File: src/rtl/nlc_output_decimator.sv
// rtl/nlc_output_decimator.sv - frame-averaging decimator for NLC engine output
// Averages 2^k accepted samples with round-half-up, one-cycle output latency.
module nlc_output_decimator (
  input  logic        clk,
  input  logic        GlobalReset,
  input  logic [20:0] x_lin,
  input  logic        srdyi,
  input  logic        en,
  input  logic [3:0]  decim_log2,
  output logic [20:0] x_dec,
  output logic        srdyo,
  output logic [15:0] frame_cnt
);

  typedef enum logic {S_IDLE, S_ACCUM} state_t;

  state_t             r_state;
  state_t             w_state_nxt;
  logic signed [29:0] r_acc;
  logic [7:0]         r_cnt;
  logic [3:0]         r_k;
  logic [20:0]        r_x_dec;
  logic               r_srdyo;
  logic [15:0]        r_frame_cnt;

  logic               w_accept;
  logic               w_first;
  logic [3:0]         w_k;
  logic [8:0]         w_lim;
  logic               w_last;
  logic signed [29:0] w_x_ext;
  logic signed [29:0] w_sum;
  logic signed [30:0] w_half;
  logic signed [30:0] w_rnd;
  logic [20:0]        w_res;

  always_comb begin
    w_state_nxt = r_state;
    case (r_state)
      S_IDLE:  if (en)  w_state_nxt = S_ACCUM;
      S_ACCUM: if (!en) w_state_nxt = S_IDLE;
      default: w_state_nxt = S_IDLE;
    endcase
  end

  // k is taken from the port only on the first sample of a frame
  assign w_accept = en & srdyi;
  assign w_first  = (r_cnt == 8'd0);
  assign w_k      = w_first ? ((decim_log2 > 4'd8) ? 4'd8 : decim_log2) : r_k;
  assign w_lim    = (9'd1 << w_k) - 9'd1;
  assign w_last   = ({1'b0, r_cnt} == w_lim);

  // The first sample seeds the sum so back-to-back frames need no bubble
  assign w_x_ext  = $signed({{9{x_lin[20]}}, x_lin});
  assign w_sum    = (w_first ? 30'sd0 : r_acc) + w_x_ext;
  assign w_half   = (w_k == 4'd0) ? 31'sd0 : (31'sd1 <<< (w_k - 4'd1));
  assign w_rnd    = $signed({w_sum[29], w_sum}) + w_half;
  assign w_res    = 21'(w_rnd >>> w_k);

  always_ff @(posedge clk) begin
    if (GlobalReset) begin
      r_state     <= S_IDLE;
      r_acc       <= '0;
      r_cnt       <= '0;
      r_k         <= '0;
      r_x_dec     <= '0;
      r_srdyo     <= 1'b0;
      r_frame_cnt <= '0;
    end else begin
      r_state <= w_state_nxt;
      r_srdyo <= 1'b0;
      if (!en) begin
        r_acc <= '0;
        r_cnt <= '0;
      end else if (w_accept) begin
        r_k <= w_k;
        if (w_last) begin
          r_acc       <= '0;
          r_cnt       <= '0;
          r_x_dec     <= w_res;
          r_srdyo     <= 1'b1;
          r_frame_cnt <= r_frame_cnt + 16'd1;
        end else begin
          r_acc <= w_sum;
          r_cnt <= r_cnt + 8'd1;
        end
      end
    end
  end

  assign x_dec     = r_x_dec;
  assign srdyo     = r_srdyo;
  assign frame_cnt = r_frame_cnt;

endmodule

File: config.mk
export PLATFORM = sky130hd
export DESIGN_NAME = nlc_output_decimator
export DESIGN_NICKNAME = d
export VERILOG_FILES = /design/src/rtl/nlc_output_decimator.sv
export SDC_FILE = /design/constraint.sdc
export NUM_CORES = 1
export LEC_CHECK = 0
export ABC_AREA = 1
export CORE_MARGIN = 1.5
export CORE_UTILIZATION = 50
export DETAILED_ROUTE_END_ITERATION = 8
export GPL_ROUTABILITY_DRIVEN = 0
export PLACE_DENSITY_LB_ADDON = 0.2
export SLEW_MARGIN = 10
export SYNTH_ARGS = -nofsm -noshare
export SYNTH_HDL_FRONTEND = slang
export SYNTH_SLANG_ARGS = --single-unit
File: constraint.sdc
create_clock -name clk -period 8.95 [get_ports clk]
set_input_delay 1.79 -clock clk [delete_from_list [all_inputs] [get_ports clk]]
set_output_delay 1.79 -clock clk [all_outputs]
set_load 0.1 [all_outputs]
---- After elaboration in Yosys (flattened, before gate mapping) ----
Cells that the tools add are included.
W data, S select, Z words.
word-level totals
  bits in registers ....................... 80
  input port bits ......................... 29
operators by class
  mux-type cells .......................... 7
  bitwise logic cells ..................... 3
  magnitude comparators ................... 1
  shift operators ......................... 3
  reductions and logical operators ........ 6
  equal/unequal tests ..................... 1
  add/sub/neg operators ................... 6
operators with widths
  kind                     count
  $mux W30                 2
  $add A30 B31 Y31         1
  $mux W31                 1
  $sshl A2 B4 Y31 const A  1
  $sshr A31 B4 Y21         1
  $add A30 B21 Y30         1
  $add A16 B1 Y16 const B  1
  $eq A8 B9 Y1             1
  $shl A1 B4 Y9 const A    1
  $sub A9 B1 Y9 const B    1
  $add A8 B1 Y8 const B    1
  $logic_not A8 Y1         1
  $mux W4                  2
  $mux W8                  1
  $gt A4 B4 Y1 const B     1
  $logic_not A4 Y1         1
  $sub A4 B1 Y4 const B    1
  $reduce_and A3 Y1        1
  $reduce_or A3 Y1         1
  $not A1 Y1               2
  $reduce_and A2 Y1        1
  $reduce_or A2 Y1         1
  $and A1 B1 Y1            1
  $mux W1                  1

---- Longest topological paths before layout ----
Gate-level depths: netlist (run 1).
  word-level depth ........................ 8
  gate-level depth with buffers ........... 38
  depth with buffers taken out ............ 37

---- Least setup slack after synthesis (run 1) ----
Ideal clock, no wire load.
  path kind ............................... input to register
  start point ............................. in x_lin[2]
  end point ............................... reg r_x_dec[2], in the netlist x_dec[2]
  arrival time ............................ 4930 ps
  cell stages on the path ................. 21
  setup slack ............................. 3949 ps
  setup time .............................. 70 ps
  buffers on the path ..................... 0
  required time ........................... 8880 ps
  cells stage by stage .................... ha_1 > or2_2 > and2_1 > xor2_1 > ha_1 > inv_1 > o21ai_0 > nand2_1 > nand3b_1 > nand2_1 > nand2_1 > a21oi_1 > o21ai_0 > xor2_1 > o21ai_0 > nand2_1 > nand2_1 > nand2_1 > o21ai_0 > or2_2 > a21oi_1
on the way
  cells in the longest elaborated chain, start to end .. 3
RTL lines
  item                    line  source
  start: declaration      6     input logic [20:0] x_lin,
  $add A30 B21 Y30        55    assign w_sum = (w_first ? 30'sd0 : r_acc) + w_x_ext;
  $add A30 B31 Y31        57    assign w_rnd = $signed({w_sum[29], w_sum}) + w_half;
  $sshr A31 B4 Y21        58    assign w_res = 21'(w_rnd >>> w_k);
  end signal: assignment  80    r_x_dec <= w_res;
  end: declaration        22    logic [20:0] r_x_dec;
Every way passes these cells.
A chain may end at the register's enable or synchronous reset.

---- Worst setup path in the final report (run 1) ----
  start point ............................. in decim_log2[3]
  end point ............................... reg r_x_dec[2], in the netlist x_dec[2]
on the way
  cells in the longest elaborated chain, start to end .. 8
  elaborated cells between the ends (all ways) .. 13
RTL lines
  item                      line  source
  start: declaration        9     input logic [3:0] decim_log2,
  $gt A4 B4 Y1              49    assign w_k = w_first ? ((decim_log2 > 4'd8) ? 4'd8 : decim_log2) : r_k;
  $mux W4 (*) (2 in a row)  49
  $sub A4 B1 Y4             56    assign w_half = (w_k == 4'd0) ? 31'sd0 : (31'sd1 <<< (w_k - 4'd1));
  $sshl A2 B4 Y31           56
  $mux W31                  56
  $add A30 B31 Y31          57
  $sshr A31 B4 Y21          58
Mark *: on every way between the ends. The rest lies on a longest branch, timed or not.

==> summary.md, run 1 <==
| Metric | Value |
|---|---|
| Clock skew | `0.0101 ns` |
| Lkg Pwr | `4.77 nW` |
| Worst slew pin tran | `1.20 ns` |
| Netlist Area Pre-Place | `8690 um^2` |
| Worst path required time | `9.24 ns` |
| Clock latency on the worst-skew pair | `0.36 ns` |
| Die H | `135 um` |
| # nets final | `1,688` |
| Largest net degree at the start of global routing | `41` |
| PortBufs | `66` |
| TritonCTS Sinks | `80` |
| Area grow syn2layout | `12.6%` |
| CTS Hold Bufs | `0` |
| Post-cts sizing count | `0` |
| Setup Viol. Count Final | `0` |
| Post-route ant nets | `0` |
| Synth cell types | `50` |
| Largest stage delay, worst path | `0.52 ns` |
| Die area | `18,200 um^2` |
| Initial Util | `50.8%` |
| Yosys warns | `0` |
| Max Freq | `167 MHz` |
| CP Max Fanout | `37` |
| FF-to-FF Start | `r_cnt[0]$_SDFFE_PP0P_` |
| CTS buffer count | `9` |
| Antenna cells | `0` |
| Fin Setup TNS | `0 ns` |
| TritonCTS clock tree | `done` |
| Worst Path Arrival | `6.28 ns` |
| FF+latch count, synth | `80` |
| Critical path origin | `decim_log2[3]` |
| Fin. max-slew vios | `0` |
| Setup ws final | `2.96 ns` |
| Kind of critical path | `in2reg` |
| Final Util | `57.1%` |
| # Max-Cap Violations | `0` |
| DR iter-0 viols | `862` |
| Maximum clock path buffer count | `2` |
| Post-Place Worst Slack | `2.72 ns` |
| CTS root buf | `clkbuf_16` |
| Slowest-stage cell, CP | `nor2_1` |
| Routed length per instance | `14.1 um` |
| Total track usage | `28.8%` |
| Critical Path Sink Type | `flop` |
| H-tree levels | `3` |
| Area of the core | `17,100 um^2` |
| Detailed placement HPWL | `20,300 um` |
| Mean number of vias per cell | `5.34` |
| Top_reg_cell synth | `dfxtp_1` |
| CP Launch Type | `input port` |
| Worst slew margin | `19.7%` |
| Congestion Overflow GR | `0` |
| DRC | `0` |
| Syn_nets | `1,646` |
| Pwr per Cell Area | `103 nW/um^2` |
| Number of synthesized flops with an enable pin | `0` |
| Syn avg cell area | `5.55 um^2` |
| Most common cell after layout, fill and taps aside | `nand2_1` |
| Most frequent CP cell | `nand2_1` |
| Routed Wire Length | `25,900 um` |
| Vias post-DR | `9,813` |
| Min Hold Slack | `0.464 ns` |
| Layout cells sized above 1 | `4.40%` |
| Peak VDD IR | `0.0869 mV` |
| Worst reg2reg path depth | `30` |
| Worst min path class | `reg2reg` |
| Initial antenna violation count | `0` |
| Io pins | `67` |
| Post-route design area | `9780 um^2` |
| Final Hold Fails | `0` |
| WHS Path Cells | `2` |
| Reg clk slew, reported paths | `0.07 ns` |
| Hold path startpoint | `x_dec[20]$_SDFFE_PP0P_` |
| Synth Instances | `1,566` |
| Post-CTS Setup Bufs | `0` |
| Post-synthesis sequential area ratio | `18.4%` |
| Row count | `48` |
| Initial DRT Pass Iterations | `5` |
| Final Critical Period | `5.99 ns` |
| Final period util | `66.9%` |
| RSZ-0062 raised after global routing | `no` |
| Chip Width | `135 um` |
| Number of fill cells | `1,806` |
| Status | `finished, final reports clean` |
| Post-DP Area | `9490 um^2` |
| Vias in the first global route | `8,704` |
| First-pass GRT wire length | `42,300 um` |
| Async SR Flop Fraction | `0%` |
| Most frequent cells in the layout | `nand2_1, inv_1, nand3_1` |
cell usage after synthesis, types with 13 or more instances:
library cell | count | share of area [%]
nand2_1 | 536 | 23
inv_1 | 220 | 9.5
nand3_1 | 167 | 9.6
nor2_1 | 149 | 6.4
a21oi_1 | 99 | 5.7
dfxtp_1 | 80 | 18
ha_1 | 49 | 7.1
xor2_1 | 36 | 3.6
o21ai_0 | 32 | 1.8
clkbuf_1 | 26 | 1.1
nand4_1 | 26 | 1.9
o21ai_1 | 15 | 0.86
nor3_1 | 13 | 0.75
sequential cells by signal (all words and copies together) (netlist names):
register and flops:
r_k 4, srdyo 1, r_acc 30, r_cnt 8, frame_cnt 16, x_dec 21
final cells by class:
type	instances	area (um^2)	share of cell area (%)
Clock inverter	6	50.0	0.512
Clock buffer	10	239	2.44
Inverter	235	887	9.07
Multi-Input combinational cell	1209	6010	61.4
Tap cell	225	282	2.88
Sequential cell	80	1600	16.4
Timing Repair Buffer	73	713	7.29
cells by family (layout without fill, tap and decap cells):
logic type                 Yosys count  count (layout)  synth area share (%)
and+or+nand+nor                    941             941                  46.4
buffers and inverters              277             324                  12.4
AOI/OAI and AO/OA                  170             170                  10.5
DFF                                 80              80                  18.4
adders and majority gates           51              51                  7.52
xor gates and xnor gates            45              45                  4.54
other                                1               1                0.0432
muxes                                1               1                 0.115
critical path: cells and delay by family:
| family | cells | cell delay (ns) |
|---|---|---|
| compound gates | 7 | 1.08 |
| simple gates | 11 | 1.82 |
| buf+inv | 5 | 1.09 |
| xor+xnor | 1 | 0.22 |
| fa+ha+maj | 1 | 0.24 |
routing by layer:
metal  part of all wire [%]  global-route usage, %  vias to the layer above
li1                       -                      -                     5040
met2                     44                   46.1                      286
met5                      0                      0                        -
met3                    7.1                   4.62                       35
met4                    1.3                   7.05                        0
met1                     48                   40.5                     4452
report_power, final:
part,switching (mW),internal [mW],total (mW)
Combinational,0.185,0.0866,0.272
Clock,0.172,0.199,0.371
Sequential,0.00212,0.360,0.362
stage by stage:
stage                     total power, mW  cells
final                                1.00   1838
after CTS                            1.00   1838
after detailed placement            0.636   1822
after global routing                 1.06   1838
after floorplan                     0.567   1566
after global placement              0.635   1822
path summary, 6_finish.rpt:
kind	slack [ns]	end
worst max-delay path	2.96	x_dec[2]$_SDFFE_PP0P_
worst min register to register	0.46	x_dec[20]$_SDFFE_PP0P_
worst min-delay path	0.46	x_dec[20]$_SDFFE_PP0P_
worst max register to register	3.60	x_dec[2]$_SDFFE_PP0P_
(Power assumes the default switching activity.)
==> inputs of run 2 (changes only) <==
clock period = 5.3 ns   (was 8.95 ns; I/O delays follow)
==> summary.md, run 2 (same netlist as run 1, synthesis figures left out) <==
| Metric | Value |
|---|---|
| Status | `finished, final reports clean` |
| Most frequent CP cell | `nand2_1` |
| Total track usage | `29.9% (+1.1 points)` |
| CTS Hold Bufs | `0 (unchanged)` |
| Clock skew | `0.00982 ns (-0.000270 ns)` |
| CTS buffer count | `9 (unchanged)` |
| RSZ-0062 raised after global routing | `yes` |
| Final Hold Fails | `0 (unchanged)` |
| Largest stage delay, worst path | `0.40 ns (-0.12 ns)` |
| Reg power frac | `34.2% (-1.9 points)` |
| CP Max Fanout | `6 (-84%)` |
| Routed length per instance | `14.6 um (+3.3%)` |
| WL met2 | `11,700 um (+2.6%)` |
| Vias post-DR | `10,100 (+2.5%)` |
| Post-route design area | `10,200 um^2 (+4.0%)` |
| Met3 routed WL | `2250 um (+22%)` |
| Worst min path class | `reg2reg` |
| PortBufs | `66 (unchanged)` |
| Clk pwr share | `38.5% (+1.6 points)` |
| Detailed placement HPWL | `21,100 um (+3.9%)` |
| TritonCTS Sinks | `80 (unchanged)` |
| Logic pwr share | `27.4% (+0.4 points)` |
| Kind of critical path | `reg2reg` |
| Vias in the first global route | `9,164 (+5.3%)` |
| Io pins | `67 (unchanged)` |
| Top routing layer used | `met4` |
| CP Launch Type | `flop` |
| Most common cell after layout, fill and taps aside | `nand2_1` |
| Layout cells sized above 1 | `7.43% (+3.0 points)` |
| Internal Power | `1.15 mW (+78%)` |
| Peak VDD IR | `0.194 mV (+120%)` |
| Chip Width | `135 um (unchanged)` |
| Lkg Pwr | `4.95 nW (+3.9%)` |
| CTS root buf | `clkbuf_16` |
| Critical Path Sink Type | `flop` |
| Area of the core | `17,100 um^2 (unchanged)` |
| DRC | `0 (unchanged)` |
| Mean number of vias per cell | `5.39 (+0.98%)` |
| Post-Place Worst Slack | `-0.0232 ns (-2.74 ns)` |
| Die H | `135 um (unchanged)` |
| Final period util | `92.8%` |
| # Max-Cap Violations | `0 (unchanged)` |
| Reg clk slew, reported paths | `0.07 ns (about the same)` |
| Post-DP Area | `9680 um^2 (+2.0%)` |
| Worst reg2reg path depth | `32 (+6.7%)` |
| Setup ws final | `0.381 ns (-2.58 ns)` |
| Antenna cells | `0 (unchanged)` |
| Congestion Overflow GR | `0 (unchanged)` |
| Initial antenna violation count | `0 (unchanged)` |
| Final Critical Period | `4.92 ns` |
| Net Sw Frac | `36.0% (+0.21 points)` |
| Initial Util | `50.8% (unchanged)` |
| Post-route ant nets | `0 (unchanged)` |
| First-pass GRT wire length | `43,600 um (+3.1%)` |
| # nets final | `1,716 (+1.7%)` |
| WHS Path Cells | `2 (unchanged)` |
| Clock latency on the worst-skew pair | `0.36 ns (about the same)` |
| Max Freq | `203 MHz` |
| Reg2reg setup slack | `0.38 ns (-3.22 ns)` |
| Row count | `48 (unchanged)` |
| Pwr per Cell Area | `176 nW/um^2 (+71%)` |
| Fin. max-slew vios | `0 (unchanged)` |
| Number of fill cells | `1,771 (-1.9%)` |
| Reg with most FFs | `r_acc` |
| Worst Path Arrival | `5.21 ns (-1.07 ns)` |
| Largest net degree at the start of global routing | `41 (unchanged)` |
| Die area | `18,200 um^2 (unchanged)` |
| Area grow syn2layout | `17.0%` |
| TritonCTS clock tree | `done` |
| Worst path required time | `5.59 ns (-3.65 ns)` |
| Worst slew pin tran | `0.992 ns (-0.210 ns)` |
| Setup Viol. Count Final | `0 (unchanged)` |
| Maximum clock path buffer count | `2 (unchanged)` |
| Slowest-stage cell, CP | `ha_1` |
| Initial DRT Pass Iterations | `6 (+1)` |
| H-tree levels | `3 (unchanged)` |
| Worst slew margin | `33.7% (+14 points)` |
| Routed Wire Length | `27,200 um (+4.9%)` |
| Max reg flops | `30 (unchanged)` |
| Psw | `0.644 mW (+79%)` |
| Most frequent cells in the layout | `nand2_1, inv_1, nand3_1` |
| DR iter-0 viols | `916 (+6.3%)` |
| Met1 WL | `12,300 um (+0.27%)` |
[run 2: final timing paths]
kind / endpoint / start
min reg2reg: r_acc[6]$_SDFFE_PP0P_ / r_acc[6]$_SDFFE_PP0P_
min: r_acc[6]$_SDFFE_PP0P_ / r_acc[6]$_SDFFE_PP0P_
max reg2reg: x_dec[17]$_SDFFE_PP0P_ / r_cnt[0]$_SDFFE_PP0P_
max: x_dec[17]$_SDFFE_PP0P_ / r_cnt[0]$_SDFFE_PP0P_
[run 2: worst max-delay path, delay by kind of cell, from the launching register on]
| family | cells | cell delay (ns) |
|---|---|---|
| adders and majority gates | 3 | 0.89 |
| DFF | 1 | 0.34 |
| xor gates and xnor gates | 2 | 0.51 |
| buffers and inverters | 6 | 0.56 |
| AOI/OAI and AO/OA | 4 | 0.60 |
| and+or+nand+nor | 17 | 1.94 |
[run 2: final cells by class]
cell class / instances / area (um^2) / area share (%)
timing repair inverter: 1 / 8.76 / 0.0861
clock buffer: 9 / 225 / 2.21
inverter: 235 / 892 / 8.77
sequential: 80 / 1600 / 15.8
multi-input combinational: 1209 / 6150 / 60.4
clock inverter: 7 / 83.8 / 0.824
timing repair buffer: 100 / 928 / 9.13
tap: 225 / 282 / 2.77
[run 2: what timing repair did]
item                                   4_1_cts  5_1_grt
endpoints found under the hold margin        0        0
setup buffers                                0        3
resized for setup                            0       33
setup endpoints to repair                    0       20
[run 2: routing by layer]
| layer | GRT usage [%] | up-vias |
|---|---|---|
| met5 | 0 | - |
| met4 | 12.8 | 0 |
| met3 | 5.67 | 63 |
| met2 | 46.2 | 373 |
| met1 | 40.7 | 4520 |
| li1 | - | 5104 |
[run 2: power groups by stage]
stage	combinational (mW)	clock (mW)	sequential, mW
4_1_cts	0.469	0.695	0.612
3_5_place_dp	0.465	0	0.626
5_1_grt	0.543	0.718	0.613
3_3_place_gp	0.463	0	0.625
2_1_floorplan	0.332	0	0.625
6_report	0.490	0.689	0.612
[run 2: per-stage QoR]
stage                     power [mW]  cells  setup TNS (ns)  hold WS (ns)  util, %
after CTS                       1.78   1862               0         0.467     58.4
after global placement          1.09   1846         -0.0927         0.452     56.6
after floorplan                0.957   1566               0         0.445        -
final                           1.79   1866               0         0.466     59.4
after global routing            1.87   1866         -0.0763         0.478     59.4
after detailed placement        1.09   1846         -0.0232         0.457     56.6
==> inputs of run 3 (changes only) <==
SKIP_CTS_REPAIR_TIMING = 1   (was unset)
==> results of run 3 <==
No change in the layout: final DEF, timing and power equal those of run 2.
